[src/rtl/regfile_write_arbiter_if.sv]
// rtl/regfile_write_arbiter_if.sv - request and write-port signals for regfile_write_arbiter
interface regfile_write_arbiter_if;
    logic        wb_en;
    logic [4:0]  wb_rW;
    logic [31:0] wb_Wd;
    logic        wb_stall;
    logic        md_valid;
    logic [4:0]  md_rW;
    logic [31:0] md_Wd;
    logic        md_ready;
    logic        md_issue;
    logic [4:0]  md_issue_rd;
    logic        rf_en;
    logic [4:0]  rf_rW;
    logic [31:0] rf_Wd;
    logic [31:0] pending_mask;

    modport master (
        output wb_en, wb_rW, wb_Wd,
        output md_valid, md_rW, md_Wd,
        output md_issue, md_issue_rd,
        input  wb_stall, md_ready,
        input  rf_en, rf_rW, rf_Wd, pending_mask
    );

    modport slave (
        input  wb_en, wb_rW, wb_Wd,
        input  md_valid, md_rW, md_Wd,
        input  md_issue, md_issue_rd,
        output wb_stall, md_ready,
        output rf_en, rf_rW, rf_Wd, pending_mask
    );
endinterface

[src/rtl/regfile_write_arbiter.sv]
// rtl/regfile_write_arbiter.sv - shares one register-file write port between writeback and mul/div
module regfile_write_arbiter #(
    parameter int STARVE_LIMIT = 4
) (
    input logic                   clk,
    input logic                   rst,
    regfile_write_arbiter_if.slave bus
);

    localparam logic [3:0] LP_LIMIT = 4'(STARVE_LIMIT);

    logic [3:0]  r_cnt;
    logic        r_rf_en;
    logic [4:0]  r_rf_rW;
    logic [31:0] r_rf_Wd;
    logic [31:0] r_pending;

    logic        w_force;
    logic        w_wb_grant;
    logic        w_md_grant;
    logic        w_wb_stall;
    logic        w_wr_en;
    logic [4:0]  w_wr_rW;
    logic [31:0] w_wr_Wd;
    logic [3:0]  w_cnt_next;
    logic [31:0] w_set;
    logic [31:0] w_clr;
    logic [31:0] w_pending_next;

    // Grants are suppressed during reset so nothing handshakes while the state is being cleared.
    always_comb begin
        w_force    = 1'b0;
        w_wb_grant = 1'b0;
        w_md_grant = 1'b0;
        w_wb_stall = 1'b0;
        if (!rst) begin
            w_force = bus.md_valid && (r_cnt == LP_LIMIT);
            if (w_force) begin
                w_md_grant = 1'b1;
                w_wb_stall = bus.wb_en;
            end else if (bus.wb_en) begin
                w_wb_grant = 1'b1;
            end else if (bus.md_valid) begin
                w_md_grant = 1'b1;
            end
        end
    end

    // Register 0 grants still complete the handshake but never reach the write port.
    always_comb begin
        w_wr_rW = 5'd0;
        w_wr_Wd = 32'd0;
        if (w_md_grant) begin
            w_wr_rW = bus.md_rW;
            w_wr_Wd = bus.md_Wd;
        end else if (w_wb_grant) begin
            w_wr_rW = bus.wb_rW;
            w_wr_Wd = bus.wb_Wd;
        end
        w_wr_en = (w_md_grant || w_wb_grant) && (w_wr_rW != 5'd0);
    end

    always_comb begin
        w_cnt_next = 4'd0;
        if (bus.md_valid && !w_md_grant) begin
            w_cnt_next = (r_cnt == LP_LIMIT) ? r_cnt : r_cnt + 4'd1;
        end
    end

    // A same-cycle issue and retire to one register leaves it pending: set is applied after clear.
    always_comb begin
        w_set = 32'd0;
        w_clr = 32'd0;
        if (bus.md_issue && (bus.md_issue_rd != 5'd0)) begin
            w_set = 32'd1 << bus.md_issue_rd;
        end
        if (w_md_grant) begin
            w_clr = 32'd1 << bus.md_rW;
        end
        w_pending_next = ((r_pending & ~w_clr) | w_set) & ~32'd1;
    end

    always_ff @(posedge clk or posedge rst) begin
        if (rst) begin
            r_cnt     <= 4'd0;
            r_rf_en   <= 1'b0;
            r_rf_rW   <= 5'd0;
            r_rf_Wd   <= 32'd0;
            r_pending <= 32'd0;
        end else begin
            r_cnt     <= w_cnt_next;
            r_rf_en   <= w_wr_en;
            r_pending <= w_pending_next;
            if (w_wr_en) begin
                r_rf_rW <= w_wr_rW;
                r_rf_Wd <= w_wr_Wd;
            end
        end
    end

    assign bus.wb_stall     = w_wb_stall;
    assign bus.md_ready     = w_md_grant;
    assign bus.rf_en        = r_rf_en;
    assign bus.rf_rW        = r_rf_rW;
    assign bus.rf_Wd        = r_rf_Wd;
    assign bus.pending_mask = r_pending;

endmodule

[src/flat_wrapper.sv]
// flat-port wrapper written by rule: the top's interface ports become plain ports
module regfile_write_arbiter_flat 
#(
    parameter int STARVE_LIMIT = 4
)
  (clk, rst, bus_wb_en, bus_wb_rW, bus_wb_Wd, bus_md_valid, bus_md_rW, bus_md_Wd, bus_md_issue, bus_md_issue_rd, bus_wb_stall, bus_md_ready, bus_rf_en, bus_rf_rW, bus_rf_Wd, bus_pending_mask);
  regfile_write_arbiter_if bus_i ();
  input logic clk;
  input logic rst;
  input wire logic [$bits(bus_i.wb_en)-1:0] bus_wb_en;
  input wire logic [$bits(bus_i.wb_rW)-1:0] bus_wb_rW;
  input wire logic [$bits(bus_i.wb_Wd)-1:0] bus_wb_Wd;
  input wire logic [$bits(bus_i.md_valid)-1:0] bus_md_valid;
  input wire logic [$bits(bus_i.md_rW)-1:0] bus_md_rW;
  input wire logic [$bits(bus_i.md_Wd)-1:0] bus_md_Wd;
  input wire logic [$bits(bus_i.md_issue)-1:0] bus_md_issue;
  input wire logic [$bits(bus_i.md_issue_rd)-1:0] bus_md_issue_rd;
  output wire logic [$bits(bus_i.wb_stall)-1:0] bus_wb_stall;
  output wire logic [$bits(bus_i.md_ready)-1:0] bus_md_ready;
  output wire logic [$bits(bus_i.rf_en)-1:0] bus_rf_en;
  output wire logic [$bits(bus_i.rf_rW)-1:0] bus_rf_rW;
  output wire logic [$bits(bus_i.rf_Wd)-1:0] bus_rf_Wd;
  output wire logic [$bits(bus_i.pending_mask)-1:0] bus_pending_mask;
  assign bus_i.wb_en = bus_wb_en;
  assign bus_i.wb_rW = bus_wb_rW;
  assign bus_i.wb_Wd = bus_wb_Wd;
  assign bus_i.md_valid = bus_md_valid;
  assign bus_i.md_rW = bus_md_rW;
  assign bus_i.md_Wd = bus_md_Wd;
  assign bus_i.md_issue = bus_md_issue;
  assign bus_i.md_issue_rd = bus_md_issue_rd;
  assign bus_wb_stall = bus_i.wb_stall;
  assign bus_md_ready = bus_i.md_ready;
  assign bus_rf_en = bus_i.rf_en;
  assign bus_rf_rW = bus_i.rf_rW;
  assign bus_rf_Wd = bus_i.rf_Wd;
  assign bus_pending_mask = bus_i.pending_mask;
  regfile_write_arbiter #(.STARVE_LIMIT(STARVE_LIMIT)) u_core (.clk(clk), .rst(rst), .bus(bus_i));
endmodule
[config.mk]
export PLATFORM = sky130hd
export DESIGN_NAME = regfile_write_arbiter_flat
export DESIGN_NICKNAME = d
export VERILOG_FILES = /design/src/rtl/regfile_write_arbiter_if.sv /design/src/rtl/regfile_write_arbiter.sv /design/src/flat_wrapper.sv
export SDC_FILE = /design/constraint.sdc
export NUM_CORES = 1
export LEC_CHECK = 0
export BUFFER_PORTS_ARGS = -buffer_cell sky130_fd_sc_hd__buf_4
export CORE_MARGIN = 5
export CORE_UTILIZATION = 45
export CTS_BUF_LIST = sky130_fd_sc_hd__clkbuf_4 sky130_fd_sc_hd__clkbuf_8
export CTS_CLUSTER_DIAMETER = 200
export DETAILED_ROUTE_END_ITERATION = 7
export HOLD_SLACK_MARGIN = 0.06
export PLACE_DENSITY = 0.9
export SETUP_SLACK_MARGIN = 0.02
export SYNTH_ARGS = -nofsm -noshare
export SYNTH_HDL_FRONTEND = slang
export SYNTH_SLANG_ARGS = --single-unit
[constraint.sdc]
create_clock -name clk -period 2.2 [get_ports clk]
set_input_delay 0 -clock clk [delete_from_list [all_inputs] [get_ports clk]]
set_output_delay 0 -clock clk [all_outputs]
set_load 0.02 [all_outputs]
=== Word level (Yosys, flattened, before mapping) ===
Index checks and enable logic that the tools add are counted.

* Bitwise gates (word level): 3
* Equality and inequality tests: 2
* Shift-type cells: 2
* Reduce and logical (&&, ||, !) cells: 8
* Add/subtract/negate cells: 1
* Mux-type cells: 17

{| class="wikitable"
|+ Operators with widths
! cell !! number
|-
| $mux 32 || 4
|-
| $shl 1x5->32 const A || 2
|-
| $and 32x32->32 || 1
|-
| $not 32->32 || 1
|-
| $or 32x32->32 || 1
|-
| $mux 5 || 2
|-
| $reduce_bool 5->1 || 2
|-
| $mux 1 || 9
|-
| $mux 4 || 2
|-
| $add 4x1->4 const B || 1
|-
| $eq 4x3->1 const B || 1
|-
| $logic_and 1x1->1 || 4
|-
| $ne 2x2->1 const B || 1
|-
| $logic_not 1->1 || 1
|-
| $logic_or 1x1->1 || 1
|}

* Input port bits: 84
* Register bits: 73
* Output and inout port bits: 72
* Logic and storage cells: 38

=== Longest topological paths before layout ===
Gate-level depths: netlist of run 1.

* Depth after elaboration: 8
* Mapped depth: 9
* Mapped depth without buffers: 7

=== Worst setup path after synthesis of run 1 ===
OpenSTA, ideal clock, no wires.

* Kind: register to register
* Start point: reg u_core.r_cnt[0]
* End point: reg u_core.r_rf_Wd[0], in the netlist u_core.bus.rf_Wd[0]
* Data required time: 2075 ps
* Cell stages (with the launch flop): 9
* Arrival: 1943 ps
* Buffers on the path: 2
* Setup time: 125 ps
* Period minus slack after synthesis: 2068 ps
* Setup slack: 132 ps
* Cells stage by stage: dfrtp_1 inv_1 ha_1 and3b_1 buf_6 a21o_1 o22ai_4 buf_12 mux2_4

* Word-level cells in the longest chain between the ends: 8
* Elaborated cells on any way between the ends: 13
* Those cells by class: 1 x eq/ne; 8 x mux; 4 x reduce/logical

{| class="wikitable"
|+ RTL lines
! what !! RTL line !! source
|-
| start, declared || regfile_write_arbiter.sv:12 || <nowiki>logic [3:0] r_cnt;</nowiki>
|-
| start signal, assigned || regfile_write_arbiter.sv:91 || <nowiki>r_cnt <= w_cnt_next;</nowiki>
|-
| $eq 4x3->1 (*) || regfile_write_arbiter.sv:37 || <nowiki>w_force = bus.md_valid && (r_cnt == LP_LIMIT);</nowiki>
|-
| $logic_and 1x1->1 (*) || regfile_write_arbiter.sv:37 ||
|-
| $mux 1 || regfile_write_arbiter.sv:38 || <nowiki>if (w_force) begin</nowiki>
|-
| $mux 1 || regfile_write_arbiter.sv:36 || <nowiki>if (!rst) begin</nowiki>
|-
| $mux 5 || regfile_write_arbiter.sv:56 || <nowiki>end else if (w_wb_grant) begin</nowiki>
|-
| $mux 5 || regfile_write_arbiter.sv:53 || <nowiki>if (w_md_grant) begin</nowiki>
|-
| $reduce_bool 5->1 || regfile_write_arbiter.sv:60 || <nowiki>w_wr_en = (w_md_grant || w_wb_grant) && (w_wr_rW != 5'd0);</nowiki>
|-
| $logic_and 1x1->1 || regfile_write_arbiter.sv:60 ||
|-
| end signal, assigned || regfile_write_arbiter.sv:96 || <nowiki>r_rf_Wd <= w_wr_Wd;</nowiki>
|-
| end, declared || regfile_write_arbiter.sv:15 || <nowiki>logic [31:0] r_rf_Wd;</nowiki>
|}

Mark *: on every way between the ends. The rest lies on a longest branch, timed or not.
A chain may end at the register's enable or synchronous reset.

=== Worst setup path after layout of run 1 ===
* Start point: reg u_core.r_cnt[0]
* End point: reg u_core.r_rf_Wd[10], in the netlist u_core.bus.rf_Wd[10]

The elaborated chain is that of the path after synthesis.

==> results.rst, run 1 <==
.. list-table::
   :header-rows: 1

   * - Metric
     - Value
   * - Final Hold Vio Count
     - 0
   * - Maximum operating frequency
     - 468 MHz
   * - Average cell area after synthesis
     - 11.0 sq um
   * - Layout area overhead
     - 62.1%
   * - Total clock buffers created by CTS
     - 9
   * - Wire length of the first global-routing pass
     - 20000 microns
   * - Internal power of the cells
     - approximately 3.0 mW
   * - Sw power
     - between 1 and 1.5 mW
   * - Setup violators final
     - 0
   * - Startpoint type of the worst setup path
     - register
   * - Leading cell type in the layout, fill and taps excluded
     - sky130_fd_sc_hd__buf_4
   * - Post-DP HPWL
     - 7770 microns
   * - Synthesized Nets
     - ~420
   * - Kind of end point of the critical path
     - register
   * - Cell Chain, Critical Path
     - inv_1 -> ha_1 -> and3b_2 -> a21o_1 -> o22ai_4 -> buf_12 -> mux2_2
   * - TritonCTS clock tree
     - built
   * - Combinational share of power
     - approximately a third
   * - Maximum level of the CTS H-tree
     - 3
   * - DRC viols
     - 0
   * - Total detailed-routing wirelength
     - 13100 microns
   * - IO Port Bufs
     - 154
   * - Total instance count after detailed placement
     - 582
   * - Longest Clk Path Bufs
     - 2
   * - X dimension of the die
     - just over 100 microns
   * - Switching share of total power
     - between 30 and 40%
   * - Via count
     - 3747
   * - Total I/O pin count
     - about 160
   * - Antenna violations before repair
     - 2
   * - Maximum number of pins on one net before global-route repair
     - 45
   * - Number of cell rows
     - 33
   * - R2R setup slack
     - 60 ps
   * - Worst slew slack as a fraction of its limit
     - between 50% and 60%
   * - Number of warnings issued by yosys
     - 0
   * - Class of the most critical hold timing path
     - primary input to register
   * - Filler instances
     - between 500 and 600
   * - RD Place Congestion
     - around 0.86
   * - Core region area
     - ~0.0081 sq mm
   * - Cell area power density
     - ~730 mW/mm^2
   * - Static Leak
     - around 2.9 nW
   * - Data required, critical path
     - approximately 2400 ps
   * - Tmin final
     - 2140 ps
   * - Max-capacitance violation count
     - 0
   * - Largest clock skew in the final design
     - roughly 18 ps
   * - Number of enable-type register cells in the synthesized netlist
     - 0
   * - Synth Cell Area
     - 0.00369 sq mm
   * - Die Y-Extent
     - 101 microns
   * - Number of distinct library cells after synthesis
     - between 40 and 50
   * - Reg power frac
     - between 30% and 40%
   * - Result of the run
     - complete, no violations
   * - Vias per Instance
     - about 5.5
   * - Number of routed nets with antenna violations
     - 0
   * - Critical path data arrival time
     - between 2000 and 2500 ps
   * - Flop and latch count out of synthesis
     - 73
   * - Clk_lat worst skew
     - approximately 340 ps
   * - Number of cells produced by synthesis
     - around 340
   * - Number of non-filler instances in the completed layout
     - approximately 700
   * - Fraction of the yosys area taken by sequential cells
     - approximately 49%
   * - Period utilisation layout
     - between 90% and 100%
   * - Initial Util
     - a little under half
   * - Nets
     - approximately 660
   * - Final count of pins violating max slew
     - 0
   * - CTS Root Buffer Type
     - sky130_fd_sc_hd__clkbuf_8
   * - Clock group share of total power
     - 26.8%
   * - Critical register-to-register path startpoint
     - u_core.r_cnt[0]$_DFFE_PP0P_
   * - Crit path max-delay cell type
     - sky130_fd_sc_hd__dfrtp_1
   * - Fraction of final layout cells with drive strength greater than 1
     - 38.1%
   * - Worst hold-check slack
     - roughly 150 ps
   * - Launch instance of the worst min-delay path
     - bus_md_issue_rd[3]
   * - Commonest cells after routing, fill and taps aside
     - 159 x sky130_fd_sc_hd__buf_4, 82 x sky130_fd_sc_hd__dlygate4sd3_1, 73 x sky130_fd_sc_hd__dfrtp_1, 62 x sky130_fd_sc_hd__nand2_1, 32 x sky130_fd_sc_hd__a22o_1
   * - Largest vdd supply drop
     - 477 uV
   * - Area of the die
     - around 0.010 sq mm
   * - Clock slew seen by the registers of the worst setup and hold paths
     - about 80 ps
   * - Fraction of registers with async set/reset
     - 100%
   * - Clock sink count
     - 73
   * - Vias in the first global route
     - 3973
   * - Number of DRC markers after the initial detailed-route iteration
     - 236
   * - CP Class
     - register to register
   * - Maximum fanout along the worst path
     - 37
   * - Grt total ovfl
     - 0
   * - Pin slew with the least headroom to its limit
     - 611 ps
   * - Critical path startpoint
     - u_core.r_cnt[0]$_DFFE_PP0P_
   * - Overall fraction of global-route tracks in use
     - approximately 25%
   * - Routed wire length per instance
     - between 15 and 20 microns
   * - Largest stage delay, worst path
     - 380 ps
   * - Number of search-and-repair iterations in the first detailed-routing pass
     - 5
   * - Overall power
     - 4.39 mW
   * - Primary flip-flop cell chosen by synthesis mapping
     - sky130_fd_sc_hd__dfrtp_1
==> sequential cells by signal, summed over array words and instances, names as in the netlist <==
signal	count
u_core.bus.rf_rW	5
u_core.bus.pending_mask	31
u_core.bus.rf_en	1
u_core.r_cnt	4
u_core.bus.rf_Wd	32
==> worst max-delay path: cells and delay by family, from the launching register on <==
family | cells | cell delay, ps
and+or+nand+nor | 1 | 260
muxes | 1 | 380
DFF | 1 | 380
adders and majority gates | 1 | 220
buffers and inverters | 2 | 340
AOI/OAI and AO/OA | 2 | 410
==> power groups by stage <==
stage          Combinational [mW]  Clock, mW  Sequential (mW)
2_1_floorplan               0.436          0             2.00
3_3_place_gp                 1.30          0             1.74
3_5_place_dp                 1.33          0             1.74
4_1_cts                      1.45       1.19             1.72
5_1_grt                      1.56       1.25             1.76
6_report                     1.47       1.18             1.74
==> per-stage QoR <==
step | instance area, sq um | setup TNS [ps] | utilization (%) | setup WS (ps)
floorplan | 3690 | 0 | - | 132
global placement | 4930 | 0 | 60.9 | 164
detailed placement | 4930 | 0 | 60.9 | 98.6
CTS | 5970 | 0 | 73.7 | 79.1
global route | 5990 | -22.7 | 74.0 | -22.7
finish | 5990 | 0 | 74.0 | 63.4
==> logic make-up after synthesis <==
group	count (synthesis)	share of synthesized area, %
other	1	0.101
adders and majority gates	2	0.677
and+or+nand+nor	100	12.9
xor gates and xnor gates	1	0.237
DFF	73	49.4
AOI/OAI and AO/OA	89	18.4
buffers and inverters	38	5.69
muxes	33	12.6
==> metal layers <==
metal / GRT usage, % / wire length (microns) / vias to the layer above
li1: - / - / 1679
met1: 27.7 / 4700 / 1824
met4: 13.8 / 576 / 0
met5: 0 / 0 / -
met2: 45.1 / 7010 / 193
met3: 5.05 / 808 / 51
==> what timing repair did <==
| item | in CTS | in global routing |
|---|---|---|
| endpoints found under the hold margin | 140 | 0 |
| hold buffers | 82 | 0 |
| gates resized for setup | 0 | 3 |
| buffers inserted | 0 | 0 |
| endpoints found under the setup margin | 0 | 5 |
==> cell usage after synthesis (all sizes together) (4+ instances only) <==
library cell / n / area [sq um]
nand3: 5 / 25.0
nand2b: 5 / 31.3
a22oi: 4 / 30.0
clkbuf: 8 / 30.0
nor3: 4 / 20.0
nand2: 62 / 233
nor2b: 4 / 25.0
mux2: 32 / 454
a22o: 32 / 280
buf: 13 / 114
o31ai: 5 / 37.5
o41ai: 11 / 96.3
o21ai: 27 / 146
nor3b: 4 / 30.0
nor2: 6 / 22.5
inv: 17 / 66.3
dfrtp: 73 / 1830
==> worst paths after layout <==
check	end	cells after the start
setup / recovery	u_core.bus.rf_Wd[10]$_DFFE_PP0P_	7
hold / removal	u_core.bus.pending_mask[8]$_DFF_PP0_	5
setup reg to reg	u_core.bus.rf_Wd[10]$_DFFE_PP0P_	7
hold reg to reg	u_core.bus.pending_mask[26]$_DFF_PP0_	2
max in group asynchronous	u_core.bus.rf_Wd[2]$_DFFE_PP0P_	4
min in group asynchronous	u_core.bus.pending_mask[21]$_DFF_PP0_	4
==> final cells by class <==
type,instances,area (sq um),share of cell area (%)
Timing Repair Buffer,243,2050,34.3
Clock buffer,11,139,2.32
Tap cell,105,131,2.19
Multi-Input combinational cell,226,1690,28.1
Clock inverter,5,80.1,1.34
Inverter,17,66.3,1.11
Sequential cell,73,1830,30.5
Antenna cell,3,7.51,0.125
Note: power is estimated with default switching activity, not from simulation.
==> run 2, diff against run 1 <==
- CAP_MARGIN: default -> 25
- CORE_MARGIN: 5 -> 1.5
==> run 2 against run 1 <==
Against the previous run:
- register-to-register slack better by 70 ps
- non-clock buffer count is the same
- largest power group unchanged
- clock power shrank 21%
==> results.rst, run 2 (same netlist as run 1, synthesis figures left out) <==
.. list-table::
   :header-rows: 1

   * - Metric
     - Value
   * - Number of cell rows
     - 32
   * - Pin slew with the least headroom to its limit
     - 788 ps
   * - X dimension of the die
     - between 90 and 100 microns
   * - Critical register-to-register path startpoint
     - u_core.r_cnt[0]$_DFFE_PP0P_
   * - Post-DP HPWL
     - 7270 microns
   * - Count of inserted antenna diode cells
     - 0
   * - Number of flip-flops under the largest register name
     - 32
   * - Worst r2r dst
     - u_core.bus.rf_Wd[10]$_DFFE_PP0P_
   * - RD Place Congestion
     - 0.909
   * - Critical path data arrival time
     - roughly 2300 ps
   * - Total I/O pin count
     - around 160
   * - Kind of end point of the critical path
     - register
   * - Final count of pins violating max slew
     - 0
   * - Number of search-and-repair iterations in the first detailed-routing pass
     - 5
   * - Total instance count after detailed placement
     - 578
   * - Cell area power density
     - a little under 700 mW/mm^2
   * - Area post-placement
     - about 0.0049 sq mm
   * - DRC viols
     - 0
   * - Worst slew slack as a fraction of its limit
     - ~47%
   * - Initial Util
     - a little under half
   * - Postcts setup bufs
     - 0
   * - Sequential cell area in the final layout
     - between 0.0015 and 0.002 sq mm
   * - Largest vdd supply drop
     - slightly below 500 uV
   * - Leading cell type in the layout, fill and taps excluded
     - sky130_fd_sc_hd__buf_4
   * - Class of the most critical hold timing path
     - primary input to register
   * - Final Hold Vio Count
     - 0
   * - Worst hold-check slack
     - 95.6 ps
   * - CP Class
     - register to register
   * - Area of the die
     - ~0.0088 sq mm
   * - Filler instances
     - just over 500
   * - Result of the run
     - complete, no violations
   * - Maximum fanout along the worst path
     - 19
   * - Number of routed nets with antenna violations
     - 0
   * - Final design utilization
     - approximately three quarters
   * - Maximum level of the CTS H-tree
     - 3
   * - Vias per Instance
     - approximately 5.4
   * - Setup violators final
     - 0
   * - Static Leak
     - 2.87 nW
   * - Clk_lat worst skew
     - around 350 ps
   * - Nets
     - approximately 660
   * - Overall fraction of global-route tracks in use
     - a little over a quarter
   * - Routed wire length per instance
     - between 15 and 20 microns
   * - Setup repair after global routing missed its margin
     - no
   * - Maximum number of pins on one net before global-route repair
     - 39
   * - Tmin final
     - a little over 2000 ps
   * - Worst Reg-to-Reg Cells
     - 7
   * - Number of DRC markers after the initial detailed-route iteration
     - between 200 and 250
   * - CTS Root Buffer Type
     - sky130_fd_sc_hd__clkbuf_8
   * - Startpoint type of the worst setup path
     - register
   * - Largest clock skew in the final design
     - 11.1 ps
   * - Clock sink count
     - 73
   * - Total detailed-routing wirelength
     - about 12000 microns
   * - Via count
     - between 3000 and 4000
   * - Longest Clk Path Bufs
     - 2
   * - Capture endpoint of the worst hold path
     - u_core.bus.pending_mask[14]$_DFF_PP0_
   * - Grt total ovfl
     - 0
   * - Total clock buffers created by CTS
     - 9
   * - Vias in the first global route
     - 3673
   * - Period utilisation layout
     - 93.8%
   * - Clock slew seen by the registers of the worst setup and hold paths
     - 80 ps
   * - Number of non-filler instances in the completed layout
     - just under 700
   * - Antenna violations before repair
     - 0
   * - Layout area overhead
     - 60.9%
   * - Core region area
     - ~0.0078 sq mm
   * - Final cell area excluding filler cells
     - around 0.0059 sq mm
   * - Wire length of the first global-routing pass
     - 18300 microns
   * - Fraction of final layout cells with drive strength greater than 1
     - approximately 38%
   * - R2R setup slack
     - around 140 ps
   * - Maximum operating frequency
     - approximately 480 MHz
   * - TritonCTS clock tree
     - built
   * - IO Port Bufs
     - approximately 150
   * - Setup TNS Final
     - 0 ps
   * - Multi-input gate area
     - 0.00167 sq mm
   * - Max-capacitance violation count
     - 0
   * - Launch instance of the worst min-delay path
     - bus_md_issue_rd[4]
   * - Data required, critical path
     - around 2400 ps
   * - Die Y-Extent
     - approximately 94 microns
   * - Commonest cells after routing, fill and taps aside
     - 157 x sky130_fd_sc_hd__buf_4, 82 x sky130_fd_sc_hd__dlygate4sd3_1, 73 x sky130_fd_sc_hd__dfrtp_1, 62 x sky130_fd_sc_hd__nand2_1, 32 x sky130_fd_sc_hd__a22o_1
   * - Worst Hold Depth
     - 4
[run 2: worst max path at each step]
stage                                startpoint                                to  slack [ps]  cells after the start
floorplan           u_core.r_cnt[0]$_DFFE_PP0P_   u_core.bus.rf_Wd[0]$_DFFE_PP0P_         130                      8
global placement    u_core.r_cnt[0]$_DFFE_PP0P_  u_core.bus.rf_Wd[13]$_DFFE_PP0P_         170                      7
detailed placement  u_core.r_cnt[0]$_DFFE_PP0P_   u_core.bus.rf_Wd[8]$_DFFE_PP0P_          80                      7
CTS                 u_core.r_cnt[0]$_DFFE_PP0P_   u_core.bus.rf_Wd[8]$_DFFE_PP0P_          90                      7
global route        u_core.r_cnt[0]$_DFFE_PP0P_  u_core.bus.rf_Wd[10]$_DFFE_PP0P_          40                      7
finish              u_core.r_cnt[0]$_DFFE_PP0P_  u_core.bus.rf_Wd[10]$_DFFE_PP0P_         140                      7
[run 2: per-stage QoR]
| step | total power, mW | setup slack (ps) |
|---|---|---|
| final | 4.13 | 136 |
| after global routing | 4.31 | 43.5 |
| after CTS | 4.13 | 90.7 |
| after detailed placement | 3.06 | 84.0 |
| after global placement | 3.02 | 165 |
| after floorplan | 2.44 | 132 |
[run 2: timing repair]
action / CTS / global route
hold endpoints to repair: 104 / 0
hold buffers: 82 / 0
resized for setup: 0 / 1
endpoints found under the setup margin: 0 / 9
[run 2: critical path: stages (launching register included)]
cell,delay (ps)
sky130_fd_sc_hd__dfrtp_1,370
sky130_fd_sc_hd__inv_1,80
sky130_fd_sc_hd__ha_1,210
sky130_fd_sc_hd__and3b_2,250
sky130_fd_sc_hd__a21o_1,220
sky130_fd_sc_hd__o22ai_4,230
sky130_fd_sc_hd__buf_12,220
sky130_fd_sc_hd__mux2_2,360
[run 2: metal layers]
layer / GRT usage, % / up-vias / wire length [microns]
li1: - / 1672 / -
met2: 48.6 / 206 / 6360
met5: 0 / - / 0
met1: 32.8 / 1746 / 4530
met3: 5.12 / 23 / 881
met4: 10.8 / 0 / 250
[run 2: cell type report]
cell class,instances,share of cell area [%]
clock buffer,10,2.32
clock inverter,5,0.526
inverter,17,1.12
multi-input combinational,226,28.1
sequential,73,30.7
tap,102,2.15
timing repair buffer,243,35.1
[run 2: power by group]
group | switching (mW) | internal [mW] | total (mW)
Clock | 0.503 | 0.432 | 0.935
Sequential | 0.152 | 1.58 | 1.73
Combinational | 0.735 | 0.729 | 1.46
==> run 3, diff against run 2 <==
- CORE_MARGIN: 1.5 -> default
- MAX_ROUTING_LAYER: default -> met4
==> run 3 against run 2 <==
Against the previous run:
- via count up 2.1%
- setup slack worse by 34 ps
- critical path depth is the same
- global-route usage is 2.7 points higher
- clock skew decreased by 3.1 ps
- sequential share of layout area is 0.48 points lower
- total power grew 8.8%
- register-to-register slack got worse by 30 ps
- critical endpoint is now u_core.bus.rf_Wd[13]$_DFFE_PP0P_
- largest power group unchanged
- highest routed layer unchanged
==> results.rst, run 3 (same netlist as run 1, synthesis figures left out) <==
.. list-table::
   :header-rows: 1

   * - Metric
     - Value
   * - Area of the die
     - 0.00858 sq mm
   * - Setup repair after global routing missed its margin
     - no
   * - Final count of pins violating max slew
     - 0
   * - Routed wire length per instance
     - 18.1 microns
   * - Area post-placement
     - slightly below 0.005 sq mm
   * - Critical path data arrival time
     - between 2000 and 2500 ps
   * - Largest stage delay, worst path
     - about 390 ps
   * - DRC viols
     - 0
   * - Critical path startpoint
     - u_core.r_cnt[0]$_DFFE_PP0P_
   * - Total I/O pin count
     - 156
   * - Maximum fanout along the worst path
     - 19
   * - X dimension of the die
     - slightly above 90 microns
   * - Static Leak
     - 2.92 nW
   * - Worst slew slack as a fraction of its limit
     - 56.3%
   * - Cell area power density
     - 744 mW/mm^2
   * - Period utilisation layout
     - ~95%
   * - Largest vdd supply drop
     - 585 uV
   * - Total detailed-routing wirelength
     - around 12000 microns
   * - Overall power
     - roughly 4.5 mW
   * - Post-placement worst setup slack
     - about 110 ps
   * - Startpoint type of the worst setup path
     - register
   * - Max-capacitance violation count
     - 0
   * - Tmin final
     - approximately 2100 ps
   * - Number of search-and-repair iterations in the first detailed-routing pass
     - 5
   * - RD Place Congestion
     - around 0.90
   * - Longest Clk Path Bufs
     - 2
   * - Leading cell type in the layout, fill and taps excluded
     - sky130_fd_sc_hd__buf_4
   * - IO Port Bufs
     - roughly 150
   * - Setup violators final
     - 0
   * - Pin slew with the least headroom to its limit
     - around 650 ps
   * - Core region area
     - just under 0.008 sq mm
   * - Vias in the first global route
     - 3797
   * - WP buf/inv
     - 2
   * - Commonest cells after routing, fill and taps aside
     - 161 x sky130_fd_sc_hd__buf_4, 82 x sky130_fd_sc_hd__dlygate4sd3_1, 73 x sky130_fd_sc_hd__dfrtp_1, 62 x sky130_fd_sc_hd__nand2_1, 32 x sky130_fd_sc_hd__a22o_1
   * - Number of routed nets with antenna violations
     - 0
   * - Wire length of the first global-routing pass
     - between 15000 and 20000 microns
   * - CTS Root Buffer Type
     - sky130_fd_sc_hd__clkbuf_8
   * - Critical register-to-register path startpoint
     - u_core.r_cnt[0]$_DFFE_PP0P_
   * - Antenna violations before repair
     - 0
   * - Number of cell rows
     - 32
   * - Postcts setup bufs
     - 0
   * - Post-DP HPWL
     - ~7400 microns
   * - Largest clock skew in the final design
     - between 8 and 9 ps
   * - Nets
     - ~660
   * - TritonCTS clock tree
     - built
   * - Crit path max-delay cell type
     - sky130_fd_sc_hd__dfrtp_1
   * - Maximum number of pins on one net before global-route repair
     - 38
   * - Launch instance of the worst min-delay path
     - bus_md_issue_rd[3]
   * - Count of inserted antenna diode cells
     - 0
   * - Worst hold-check slack
     - roughly 150 ps
   * - CP Class
     - register to register
   * - Clk_lat worst skew
     - 350 ps
   * - Layout area overhead
     - 63.5%
   * - Cell Chain, Critical Path
     - inv_1 -> ha_1 -> and3b_1 -> a21o_1 -> o22ai_4 -> buf_12 -> mux2_2
   * - Kind of end point of the critical path
     - register
   * - Setup TNS Final
     - 0 ps
   * - Result of the run
     - complete, no violations
   * - Maximum level of the CTS H-tree
     - 3
   * - Fraction of final layout cells with drive strength greater than 1
     - between 30% and 40%
   * - Vias per Instance
     - 5.48
   * - Die Y-Extent
     - 92.6 microns
   * - Data required, critical path
     - 2430 ps
   * - Via count
     - roughly 3700
   * - Fin worst setup slack
     - between 100 and 150 ps
   * - Clock sink count
     - 73
   * - Clock slew seen by the registers of the worst setup and hold paths
     - around 80 ps
   * - Final Hold Vio Count
     - 0
   * - Class of the most critical hold timing path
     - primary input to register
   * - Number of DRC markers after the initial detailed-route iteration
     - about 250
   * - Number of non-filler instances in the completed layout
     - 679
   * - Overall fraction of global-route tracks in use
     - about 30%
   * - Maximum operating frequency
     - ~480 MHz
   * - Initial Util
     - a little under half
   * - Final design utilization
     - about three quarters
   * - Total instance count after detailed placement
     - between 500 and 600
   * - Cell family contributing the most delay on the critical path
     - compound AO/OA/AOI/OAI gates
   * - Grt total ovfl
     - 0
   * - Total clock buffers created by CTS
     - 9
   * - Final cell area excluding filler cells
     - slightly above 0.006 sq mm
   * - Number of flip-flops under the largest register name
     - 32
run 3: timing repair:
action / 4_1_cts / 5_1_grt
hold endpoints to repair: 84 / 0
endpoints found under the setup margin: 0 / 7
resized for setup: 0 / 2
hold buffers: 82 / 0
run 3: path summary, 6_finish.rpt:
| path | to | slack [ps] | depth (start not counted) |
|---|---|---|---|
| worst min register to register | u_core.bus.pending_mask[24]$_DFF_PP0_ | 510 | 2 |
| worst max-delay path | u_core.bus.rf_Wd[13]$_DFFE_PP0P_ | 100 | 7 |
| worst max register to register | u_core.bus.rf_Wd[13]$_DFFE_PP0P_ | 100 | 7 |
| min in group asynchronous | u_core.bus.rf_rW[2]$_DFFE_PP0P_ | 220 | 3 |
| worst min-delay path | u_core.bus.pending_mask[9]$_DFF_PP0_ | 150 | 5 |
| max in group asynchronous | u_core.bus.pending_mask[11]$_DFF_PP0_ | 1170 | 4 |
run 3: layer usage:
metal  global-route usage (%)  wire (microns)
met4                     14.0             434
met3                     5.67             812
met1                     35.7            4800
met2                     49.8            6250
met5                        -               0
run 3: cell type report:
class                      count  area (sq um)
inverter                      17          66.3
timing repair buffer         246          2090
clock inverter                 6           116
clock buffer                   9           124
tap                          102           128
multi-input combinational    226          1680
fill                         500          1810
sequential                    73          1830
run 3: worst register-to-register path, stage by stage (launching register included):
cell                      delay (ps)
sky130_fd_sc_hd__dfrtp_1         390
sky130_fd_sc_hd__inv_1            90
sky130_fd_sc_hd__ha_1            210
sky130_fd_sc_hd__and3b_1         220
sky130_fd_sc_hd__a21o_1          230
sky130_fd_sc_hd__o22ai_4         240
sky130_fd_sc_hd__buf_12          230
sky130_fd_sc_hd__mux2_2          370
run 3: power breakdown:
part / switching [mW] / internal [mW]
logic: 0.743 / 0.734
clock network: 0.534 / 0.755
registers: 0.148 / 1.58
total: 1.43 / 3.07
